$ cat config.mk
export PLATFORM = sky130hd
export DESIGN_NAME = exec_mem_pipe_reg
export DESIGN_NICKNAME = d
export VERILOG_FILES = /design/src/rtl/exec_mem_pipe_reg.sv
export SDC_FILE = /design/constraint.sdc
export NUM_CORES = 1
export LEC_CHECK = 0
export CAP_MARGIN = 20
export CELL_PAD_IN_SITES_DETAIL_PLACEMENT = 1
export CELL_PAD_IN_SITES_GLOBAL_PLACEMENT = 1
export CORE_MARGIN = 10
export CORE_UTILIZATION = 45
export CTS_BUF_LIST = sky130_fd_sc_hd__clkbuf_2
export CTS_CLUSTER_SIZE = 20
export DETAILED_ROUTE_END_ITERATION = 10
export GPL_ROUTABILITY_DRIVEN = 1
export GPL_TIMING_DRIVEN = 0
export PLACE_DENSITY = 0.88
export SLEW_MARGIN = 0
export SYNTH_ARGS = -nofsm -noshare
export SYNTH_HDL_FRONTEND = slang
export SYNTH_SLANG_ARGS = --single-unit
$ cat constraint.sdc
create_clock -name clk -period 3 [get_ports clk]
set_input_delay 0.6 -clock clk [delete_from_list [all_inputs] [get_ports clk]]
set_output_delay 0.6 -clock clk [all_outputs]
set_load 0.05 [all_outputs]
$ cat src/rtl/exec_mem_pipe_reg.sv
// EX->MEM pipeline register: valid/ready handshake, 2-entry skid buffer, synchronous flush.
// Optional saturating stall/bubble counters are enabled with `define PIPE_STATS_EN.
module exec_mem_pipe_reg #(
    parameter int DATA_W = 69,
    parameter int CTRL_W = 5,
    parameter int STAT_W = 16
) (
    input  logic              clk,
    input  logic              reset,
    input  logic              flush,
    input  logic              in_valid,
    output logic              in_ready,
    input  logic [DATA_W-1:0] in_data,
    input  logic [CTRL_W-1:0] in_ctrl,
    output logic              out_valid,
    input  logic              out_ready,
    output logic [DATA_W-1:0] out_data,
    output logic [CTRL_W-1:0] out_ctrl,
    output logic [1:0]        occupancy
`ifdef PIPE_STATS_EN
    ,
    output logic [STAT_W-1:0] stall_cycles,
    output logic [STAT_W-1:0] bubble_cycles
`endif
);

    if (DATA_W < 1 || CTRL_W < 1 || STAT_W < 1) begin : g_param_check
        $error("exec_mem_pipe_reg: DATA_W, CTRL_W and STAT_W must be at least 1");
    end

    logic              r_main_valid;
    logic              r_skid_valid;
    logic [DATA_W-1:0] r_main_data;
    logic [DATA_W-1:0] r_skid_data;
    logic [CTRL_W-1:0] r_main_ctrl;
    logic [CTRL_W-1:0] r_skid_ctrl;
    logic              r_in_ready;

    logic w_in_fire;
    logic w_out_fire;

    assign w_in_fire  = in_valid & r_in_ready;
    assign w_out_fire = r_main_valid & out_ready;

    assign in_ready  = r_in_ready;
    assign out_valid = r_main_valid;
    assign out_data  = r_main_data;
    assign out_ctrl  = r_main_ctrl;
    assign occupancy = {r_skid_valid, r_main_valid & ~r_skid_valid};

    // Ctrl registers are cleared whenever their entry goes invalid, so a bubble
    // can never carry a reg-write or memory op into MEM.
    always_ff @(posedge clk or negedge reset) begin
        if (!reset) begin
            r_main_valid <= 1'b0;
            r_skid_valid <= 1'b0;
            r_main_data  <= '0;
            r_skid_data  <= '0;
            r_main_ctrl  <= '0;
            r_skid_ctrl  <= '0;
            r_in_ready   <= 1'b1;
        end else if (flush) begin
            r_main_valid <= 1'b0;
            r_skid_valid <= 1'b0;
            r_main_ctrl  <= '0;
            r_skid_ctrl  <= '0;
            r_in_ready   <= 1'b1;
        end else begin
            case ({r_skid_valid, r_main_valid})
                2'b00: begin
                    if (w_in_fire) begin
                        r_main_valid <= 1'b1;
                        r_main_data  <= in_data;
                        r_main_ctrl  <= in_ctrl;
                    end
                end
                2'b01: begin
                    if (w_in_fire && w_out_fire) begin
                        r_main_data <= in_data;
                        r_main_ctrl <= in_ctrl;
                    end else if (w_in_fire) begin
                        r_skid_valid <= 1'b1;
                        r_skid_data  <= in_data;
                        r_skid_ctrl  <= in_ctrl;
                        r_in_ready   <= 1'b0;
                    end else if (w_out_fire) begin
                        r_main_valid <= 1'b0;
                        r_main_ctrl  <= '0;
                    end
                end
                2'b11: begin
                    if (w_out_fire) begin
                        r_main_data  <= r_skid_data;
                        r_main_ctrl  <= r_skid_ctrl;
                        r_skid_valid <= 1'b0;
                        r_skid_ctrl  <= '0;
                        r_in_ready   <= 1'b1;
                    end
                end
                default: begin
                    // Skid valid without main valid cannot be reached; recover to EMPTY.
                    r_skid_valid <= 1'b0;
                    r_skid_ctrl  <= '0;
                    r_main_ctrl  <= '0;
                    r_in_ready   <= 1'b1;
                end
            endcase
        end
    end

`ifdef PIPE_STATS_EN
    logic [STAT_W-1:0] r_stall_cycles;
    logic [STAT_W-1:0] r_bubble_cycles;

    assign stall_cycles  = r_stall_cycles;
    assign bubble_cycles = r_bubble_cycles;

    // Counters saturate and survive flush; only reset clears them.
    always_ff @(posedge clk or negedge reset) begin
        if (!reset) begin
            r_stall_cycles  <= '0;
            r_bubble_cycles <= '0;
        end else begin
            if (r_main_valid && !out_ready && (r_stall_cycles != '1))
                r_stall_cycles <= r_stall_cycles + 1'b1;
            if (!r_main_valid && out_ready && (r_bubble_cycles != '1))
                r_bubble_cycles <= r_bubble_cycles + 1'b1;
        end
    end
`endif

endmodule

==> out/results.tsv, run 1 <==
stage	metric	value	unit
run_status	status	finished clean	
global_route	grt.busiest_layer	met2	
drt	postRouteAntennaNets	0	
timing	setup_slack	0.181	ns
placement	pre_cts_slack	-0.0971	ns
drt	avgRoutedWirePerCell	21.7	µm
setup_path	crit_chain	clkdlybuf4s50_1	
die	coreArea	14500	µm²
timing	maxSlewViolCount	0	
drt	first_pass_iters	4	
placement	port_buffers	156	
placement	dp_hpwl	13000	µm
timing	rsz0062_at_grt	false	
synth	ys.flop_type	dfrtp_1	
synth	synth_area_per_cell	15.3	µm²
die	die_y	142	µm
timing	maxSlewHeadroom	46.6	%
synth	ys_seq_elements	151	
die	dieArea	20100	µm²
power_and_ir_drop	power_density	702	nW/µm²
synth	syn_nets	514	
timing	hold_violations	0	
global_route	grt_max_degree	81	
setup_path	path_class	flop to output port	
die	ios	157	
timing	fin_crit	2.82	ns
die	die_width	142	µm
global_route	grt_pass1_wl	28300	µm
die	num_rows	44	
setup_path	path_buf_inv	1	
setup_path	slowest_stage	clkdlybuf4s50_1	
clock_tree	numCtsBuffers	17	
drt	dr.first_iter.drc_count	131	
drt	drc_errors	0	
layout	fin_util	60.6	%
layout	final_nets	691	
global_route	grt_util_met3	6.71	%
setup_path	cpPeakStageDelay	0.83	ns
setup_path	arrival	2.22	ns
clock_tree	cts_tree	yes	
drt	route.vias.total	4290	
clock_tree	clk_pin_slew	0.23	ns
hold_path	hold_class	input port to async pin	
global_route	use_met1	20.1	%
clock_tree	cts_setup_buffers	0	
timing	setup_viol	0	
power_and_ir_drop	power.static_leakage	3.72	nW
synth	ys_seq_area_share	56.6	%
layout	antennaDiodeCount	0	
timing	fmax	355	MHz
clock_tree	htreeDepth	4	
layout	nFillCells	1404	
setup_path	worstPathRequired	2.40	ns
timing	worst-slew-pin-transition	0.794	ns
global_route	grt_pass1_vias	5009	
synth	synth_area	6670	µm²
drt	vias_per_cell	5.30	
synth	synth_edf_count	0	
timing	finalCritPeriodShare	94.0	%
clock_tree	cts_buffer_depth	2	
global_route	grt_util_all_layers	17.8	%
layout	area_growth	32.0	%
die	start_util	45.9	%
synth	ys_types	29	
clock_tree	clk_latency	0.72	ns
drt	totalWireLength	17500	µm
global_route	grt-ovfl-total	0	
placement	place.gp.congestion	0.795	
synth	async_flop_share	100	%
setup_path	start_kind	flop	
setup_path	crit_family	buffers and inverters	
synth	synth_cells	435	
clock_tree	cts_sinks	151	
global_route	met2_usage	30.6	%
flow_run	max-cap-violations	0	
power_and_ir_drop	ir_worst_vdd	0.000348	V
global_route	antenna_found_initial	1	
clock_tree	root_buffer	clkbuf_2	
timing	finClkSkew	0.0280	ns
layout	drive_gt1_share	42.7	%
setup_path	endpoint_kind	output port	
timing	whs	0.441	ns
synth	yosys_warnings	0	
setup_path	cp_max_fo	7	
[cell usage after synthesis (2+ instances only)]
cell type	n	share of area (%)
mux2_2	198	33
dfrtp_1	150	56
buf_2	19	1.4
mux2_4	9	2.0
nor2b_1	7	0.66
a221oi_1	5	0.66
a32o_1	5	0.75
nor3b_1	5	0.56
o2bb2ai_1	5	0.66
clkbuf_1	4	0.22
a21oi_1	3	0.22
nand2b_1	3	0.28
and2_1	2	0.19
buf_4	2	0.22
buf_6	2	0.34
nand2_1	2	0.11
o21bai_1	2	0.22
[sequential cells by signal (all words and copies together) (netlist names)]
signal and cells:
r_skid_data 69, out_valid 1, r_skid_ctrl 5, out_data 69, out_ctrl 5, in_ready 1, r_skid_valid 1
[cell usage in the layout (no fill, tap or decap), drive strengths merged]
master and count:
a211o 1, a211oi 1, a21oi 3, a221oi 5, a32o 5, and2 2, and4b 1, buf 25
bufinv 5, clkbuf 22, clkdlybuf4s50 154, clkinv 3, clkinvlp 5, dfrtp 150, dfstp 1, dlygate4sd3 1
inv 3, mux2 207, nand2 2, nand2b 3, nand3b 1, nor2 1, nor2b 7, nor3 1
nor3b 5, nor4bb 1, o21ai 1, o21bai 2, o2bb2ai 5, o31ai 1, or3 1
[final cells by class]
class | instances | area [µm²] | area share, %
timing repair buffer | 158 | 1600 | 18.1
clock buffer | 17 | 85.1 | 0.966
tap | 184 | 230 | 2.61
inverter | 1 | 3.75 | 0.0426
sequential | 151 | 3780 | 42.9
clock inverter | 15 | 226 | 2.57
buffer | 27 | 148 | 1.68
multi-input combinational | 256 | 2740 | 31.1
[per-stage QoR]
stage / power (mW) / setup TNS (ns) / cells / instance area, µm²
floorplan: 4.02 / 0 / 435 / 6670
CTS: 6.26 / 0 / 809 / 8810
global placement: 4.73 / -695.05 / 775 / 8460
global route: 6.48 / 0 / 809 / 8810
detailed placement: 4.85 / -0.709 / 776 / 8490
finish: 6.18 / 0 / 809 / 8810
[cell families (layout without fill, tap and decap cells)]
logic type | after synthesis | after routing | share of synthesized area (%)
AO/OA/AOI/OAI | 24 | 24 | 3.02
buffers and inverters | 28 | 218 | 2.27
flip-flops | 151 | 151 | 56.6
multiplexers | 207 | 207 | 35.4
AND/OR/NAND/NOR | 25 | 25 | 2.63
[path summary, 6_finish.rpt]
kind	start	end	slack, ns	cells past startpoint
worst max-delay path	in_ready	in_ready	0.18	1
worst min-delay path	reset	out_ctrl[0]	0.44	2
worst max register to register	in_ready	out_data[54]	0.50	5
worst min register to register	r_skid_data[10]	r_skid_data[10]	0.53	1
max in group asynchronous	reset	out_data[31]	1.71	3
min in group clk	in_data[52]	r_skid_data[52]	0.50	2
[routing by layer]
| metal | up-vias | wire (µm) |
|---|---|---|
| met5 | - | 7 |
| met3 | 22 | 1310 |
| li1 | 1945 | - |
| met1 | 2193 | 7090 |
| met4 | 2 | 237 |
| met2 | 128 | 8880 |
[power breakdown]
group	total [mW]	switching, mW	internal [mW]
Clock	1.40	0.765	0.633
Combinational	2.01	1.14	0.874
Sequential	2.77	0.267	2.50
[repair_timing]
action                                  in CTS  in global routing
pin swaps                                    0                  0
gates resized for setup                      1                  2
endpoints found under the hold margin       78                  0
endpoints found under the setup margin       1                  1
hold buffers                                 1                  0
Note: power is estimated with default switching activity, not from simulation.
==> run 2, diff against run 1 <==
--- a/config.mk
+++ b/config.mk
@@ -5,17 +5,16 @@
 export SDC_FILE = /design/constraint.sdc
 export NUM_CORES = 1
 export LEC_CHECK = 0
-export CAP_MARGIN = 20
 export CELL_PAD_IN_SITES_DETAIL_PLACEMENT = 1
 export CELL_PAD_IN_SITES_GLOBAL_PLACEMENT = 1
 export CORE_MARGIN = 10
-export CORE_UTILIZATION = 45
+export CORE_UTILIZATION = 42
 export CTS_BUF_LIST = sky130_fd_sc_hd__clkbuf_2
 export CTS_CLUSTER_SIZE = 20
 export DETAILED_ROUTE_END_ITERATION = 10
 export GPL_ROUTABILITY_DRIVEN = 1
 export GPL_TIMING_DRIVEN = 0
-export PLACE_DENSITY = 0.88
+export PLACE_DENSITY = 0.83
 export SLEW_MARGIN = 0
 export SYNTH_ARGS = -nofsm -noshare
 export SYNTH_HDL_FRONTEND = slang
==> constraint.sdc (replaced) <==
create_clock -name clk -period 2.97 [get_ports clk]
set_input_delay 0.594 -clock clk [delete_from_list [all_inputs] [get_ports clk]]
set_output_delay 0.594 -clock clk [all_outputs]
set_load 0.05 [all_outputs]
==> run 2 against run 1 <==
Compared with the run above:
- largest power group unchanged
- clock-buffer cell count grew 1
- setup slack gained 0.10 ns
- critical path type unchanged
- critical endpoint is now occupancy[0]
- cell count grew 4.0%
- global-route usage shrank 0.99 points
- highest routed layer is now met4
==> out/results.tsv, run 2 (synthesis results as in run 1) <==
stage	metric	value	unit
run_status	status	finished clean	
clock_tree	numCtsBuffers	17	
timing	worst-slew-pin-transition	0.766	ns
drt	dr.first_iter.drc_count	159	
timing	whs	0.404	ns
die	dieArea	21300	µm²
power_and_ir_drop	power.static_leakage	3.78	nW
setup_path	cp_max_fo	10	
placement	place.gp.congestion	0.743	
setup_path	slowest_stage	dfrtp_1	
power_and_ir_drop	ir_worst_vdd	0.000355	V
flow_run	max-cap-violations	0	
global_route	grt-ovfl-total	0	
clock_tree	root_buffer	clkbuf_2	
setup_path	start_kind	flop	
timing	fin_crit	2.69	ns
die	die_y	146	µm
timing	finalCritPeriodShare	90.5	%
placement	dp_hpwl	12800	µm
layout	drive_gt1_share	43.0	%
timing	fmax	372	MHz
clock_tree	htreeDepth	4	
layout	final_nets	691	
global_route	antenna_found_initial	0	
clock_tree	clk_latency	0.73	ns
timing	finClkSkew	0.0330	ns
die	die_width	146	µm
drt	first_pass_iters	4	
layout	area_growth	33.5	%
drt	totalWireLength	17600	µm
setup_path	crit_chain	clkbuf_1, nor2b_1, clkdlybuf4s15_2	
clock_tree	clk_pin_slew	0.22	ns
layout	layout_commonest_cell	mux2_2	
power_and_ir_drop	power_density	721	nW/µm²
global_route	grt_pass1_wl	28600	µm
global_route	grt_max_degree	86	
placement	port_buffers	156	
die	num_rows	46	
drt	postRouteAntennaNets	0	
timing	rsz0062_at_grt	false	
timing	setup_viol	0	
drt	vias_per_cell	5.08	
hold_path	hold_class	input port to async pin	
timing	maxSlewHeadroom	48.5	%
clock_tree	cts_sinks	151	
global_route	grt_pass1_vias	5096	
timing	hold_violations	0	
die	coreArea	15700	µm²
clock_tree	cts_buffer_depth	2	
layout	antennaDiodeCount	0	
drt	avgRoutedWirePerCell	21.0	µm
drt	route.vias.total	4270	
power_and_ir_drop	finalPower	6.43	mW
die	ios	157	
setup_path	cpPeakStageDelay	0.54	ns
setup_path	endpoint_kind	output port	
die	start_util	42.5	%
layout	fin_util	56.7	%
setup_path	r2r_slack	0.56	ns
setup_path	path_class	flop to output port	
placement	place_area	8530	µm²
clock_tree	cts_tree	yes	
global_route	grt_util_all_layers	16.8	%
layout	layout_common_cells	mux2_2 (198), clkdlybuf4s50_1 (152), dfrtp_1 (150), clkbuf_2 (19), buf_2 (19)	
setup_path	arrival	2.09	ns
drt	drc_errors	0	
timing	maxSlewViolCount	0	
setup_path	worstPathRequired	2.38	ns
layout	design_area	8910	µm²
==> run 2: cell types whose count changed in the layout (fill, tap and decap cells not counted) <==
cell             change
clkinvlp_4           -4
bufinv_16            +2
clkdlybuf4s50_1      -2
dlymetal6s2s_1       +2
clkbuf_1             -1
clkbuf_2             +1
clkdlybuf4s15_2      +1
clkinv_1             -1
clkinv_4             +1
inv_6                +1
==> run 2: final cells by class <==
class | count | area [µm²]
Fill cell | 1531 | 6800
Sequential cell | 151 | 3780
Buffer | 27 | 149
Clock inverter | 14 | 270
Inverter | 1 | 3.75
Tap cell | 216 | 270
Multi-Input combinational cell | 256 | 2740
Timing Repair Buffer | 158 | 1610
Clock buffer | 18 | 90.1
==> run 2: worst paths after layout <==
| kind | start | to | cells past startpoint |
|---|---|---|---|
| max reg2reg | in_ready | out_data[52] | 5 |
| max | r_skid_valid | occupancy[0] | 3 |
| max in group asynchronous | reset | in_ready | 3 |
| min in group clk | in_data[59] | r_skid_data[59] | 2 |
| min | reset | out_data[27] | 2 |
| min reg2reg | out_ctrl[4] | out_ctrl[4] | 1 |
==> run 2: worst max-delay path, delay by kind of cell, from the launching register on <==
family | cells | cell delay, ns
buffers and inverters | 2 | 0.75
DFF | 1 | 0.54
and+or+nand+nor | 1 | 0.10
==> run 2: through the flow <==
step | setup slack, ns | instances | TNS, ns
2_1_floorplan | 0.660 | 435 | 0
3_3_place_gp | -4.74 | 807 | -712.85
3_5_place_dp | -0.0936 | 808 | -0.758
4_1_cts | 0.0296 | 841 | 0
5_1_grt | 0.0478 | 841 | 0
6_report | 0.284 | 841 | 0
==> run 2: what timing repair did <==
item / CTS / global route
hold endpoints to repair: 66 / 0
resized for setup: 3 / 4
hold buffers: 1 / 0
setup endpoints to repair: 1 / 3
buffers inserted: 0 / 0
==> run 2: layer usage <==
layer,vias to the layer above,track usage [%],share of wire (%)
met5,-,0,0
met4,0,4.30,0.80
met3,13,7.69,7.7
met2,112,29.5,52
met1,2208,18.1,40
li1,1937,-,-
==> run 2: report_power, final <==
part / internal, mW / switching [mW] / total [mW]
Clock: 0.822 / 0.780 / 1.60
Combinational: 0.883 / 1.15 / 2.03
Sequential: 2.53 / 0.266 / 2.79
==> run 3, diff against run 2 <==
--- a/config.mk
+++ b/config.mk
@@ -5,7 +5,7 @@
 export SDC_FILE = /design/constraint.sdc
 export NUM_CORES = 1
 export LEC_CHECK = 0
-export CELL_PAD_IN_SITES_DETAIL_PLACEMENT = 1
+export CELL_PAD_IN_SITES_DETAIL_PLACEMENT = 0
 export CELL_PAD_IN_SITES_GLOBAL_PLACEMENT = 1
 export CORE_MARGIN = 10
 export CORE_UTILIZATION = 42
==> run 3 against run 2 <==
Compared with the run above:
- setup slack lost 0.086 ns
- first-iteration DRC count decreased by 21%
- cell count shrank 0.12%
- sequential power about the same
- maximum frequency shrank 3.1%
- sequential share of layout area increased by 0.55 points
- non-clock buffer count did not move
- utilization decreased by 0.72 points
- critical endpoint is now in_ready
==> out/results.tsv, run 3 (synthesis results as in run 1) <==
stage	metric	value	unit
global_route	grt_pass1_wl	25800	µm
drt	route.vias.total	4197	
power_and_ir_drop	finalPower	5.98	mW
setup_path	path_buf_inv	1	
timing	rsz0062_at_grt	false	
layout	multi_input_comb_area	2740	µm²
placement	place_area	8530	µm²
setup_path	worstPathRequired	2.38	ns
timing	setup_slack	0.197	ns
placement	place.gp.congestion	0.743	
timing	finalSetupTns	0	ns
layout	final_nets	691	
power_and_ir_drop	ir_worst_vdd	0.000464	V
timing	setup_viol	0	
drt	postRouteAntennaNets	0	
timing	finalCritPeriodShare	93.4	%
timing	fin_crit	2.77	ns
die	ios	157	
layout	design_area	8800	µm²
drt	vias_per_cell	5.00	
drt	avgRoutedWirePerCell	18.6	µm
layout	drive_gt1_share	42.8	%
clock_tree	clk_latency	0.70	ns
timing	maxSlewViolCount	0	
clock_tree	cts_setup_buffers	0	
hold_path	hold_class	input port to async pin	
timing	hold_violations	0	
layout	fin_util	56.0	%
drt	first_pass_iters	4	
global_route	antenna_found_initial	2	
layout	antennaDiodeCount	0	
timing	whs	0.414	ns
clock_tree	cts_buffer_depth	2	
layout	area_growth	31.8	%
setup_path	endpoint_kind	output port	
timing	fmax	361	MHz
die	num_rows	46	
timing	worst-slew-pin-transition	0.819	ns
layout	layout_common_cells	mux2_2 (198), clkdlybuf4s50_1 (153), dfrtp_1 (150), clkbuf_2 (20), buf_2 (19)	
setup_path	slowest_stage	clkdlybuf4s50_1	
die	coreArea	15700	µm²
die	die_y	146	µm
run_status	status	finished clean	
clock_tree	numCtsBuffers	17	
layout	layout_commonest_cell	mux2_2	
placement	dp_hpwl	11400	µm
setup_path	cpPeakStageDelay	0.83	ns
die	dieArea	21300	µm²
setup_path	crit_family	buffers and inverters	
drt	drc_errors	0	
setup_path	path_class	flop to output port	
die	start_util	42.5	%
placement	placed_cells	808	
clock_tree	clk_pin_slew	0.21	ns
clock_tree	root_buffer	clkbuf_2	
global_route	grt_max_degree	86	
clock_tree	cts_sinks	151	
placement	port_buffers	156	
power_and_ir_drop	power_density	680	nW/µm²
global_route	grt_pass1_vias	4809	
flow_run	max-cap-violations	0	
clock_tree	cts_tree	yes	
setup_path	cp_max_fo	7	
drt	totalWireLength	15600	µm
layout	nFillCells	1303	
timing	finClkSkew	0.0214	ns
global_route	grt-ovfl-total	0	
layout	finalNonFillerCells	840	
timing	maxSlewHeadroom	45.0	%
setup_path	start_kind	flop	
layout	regArea	3780	µm²
power_and_ir_drop	power.static_leakage	3.73	nW
placement	pre_cts_slack	-0.0898	ns
global_route	grt_util_all_layers	15.1	%
die	die_width	146	µm
setup_path	crit_chain	clkdlybuf4s50_1	
clock_tree	htreeDepth	4	
setup_path	arrival	2.18	ns
drt	dr.first_iter.drc_count	126	
[run 3: timing repair]
item                                    CTS  global route
endpoints found under the setup margin    1             2
hold buffers                              1             0
hold endpoints to repair                 66             0
gates resized for setup                   3             3
[run 3: final timing paths]
path | to | slack (ns) | cells past startpoint | startpoint
max | in_ready | 0.20 | 1 | in_ready
min | out_data[23] | 0.41 | 2 | reset
max reg2reg | out_data[49] | 0.58 | 5 | in_ready
min reg2reg | out_ctrl[1] | 0.53 | 1 | out_ctrl[1]
max in group asynchronous | in_ready | 1.68 | 3 | reset
min in group clk | r_skid_data[23] | 0.51 | 2 | in_data[23]
[run 3: where the power goes]
group          internal (mW)  switching, mW
logic                  0.882           1.13
registers               2.53          0.244
clock network          0.472          0.729
[run 3: area by class of cell]
class,count,share of cell area [%]
Sequential cell,151,43.0
Tap cell,216,3.07
Clock buffer,19,1.08
Clock inverter,12,1.75
Inverter,1,0.0427
Timing Repair Buffer,158,18.2
Buffer,27,1.69
Multi-Input combinational cell,256,31.2
[run 3: routing by layer]
metal / wire length (µm) / vias up / global-route usage (%)
met5: 7 / - / 0
met4: 177 / 2 / 4.80
met3: 1520 / 17 / 7.82
met2: 7480 / 112 / 24.4
met1: 6420 / 2121 / 17.0
li1: - / 1945 / -
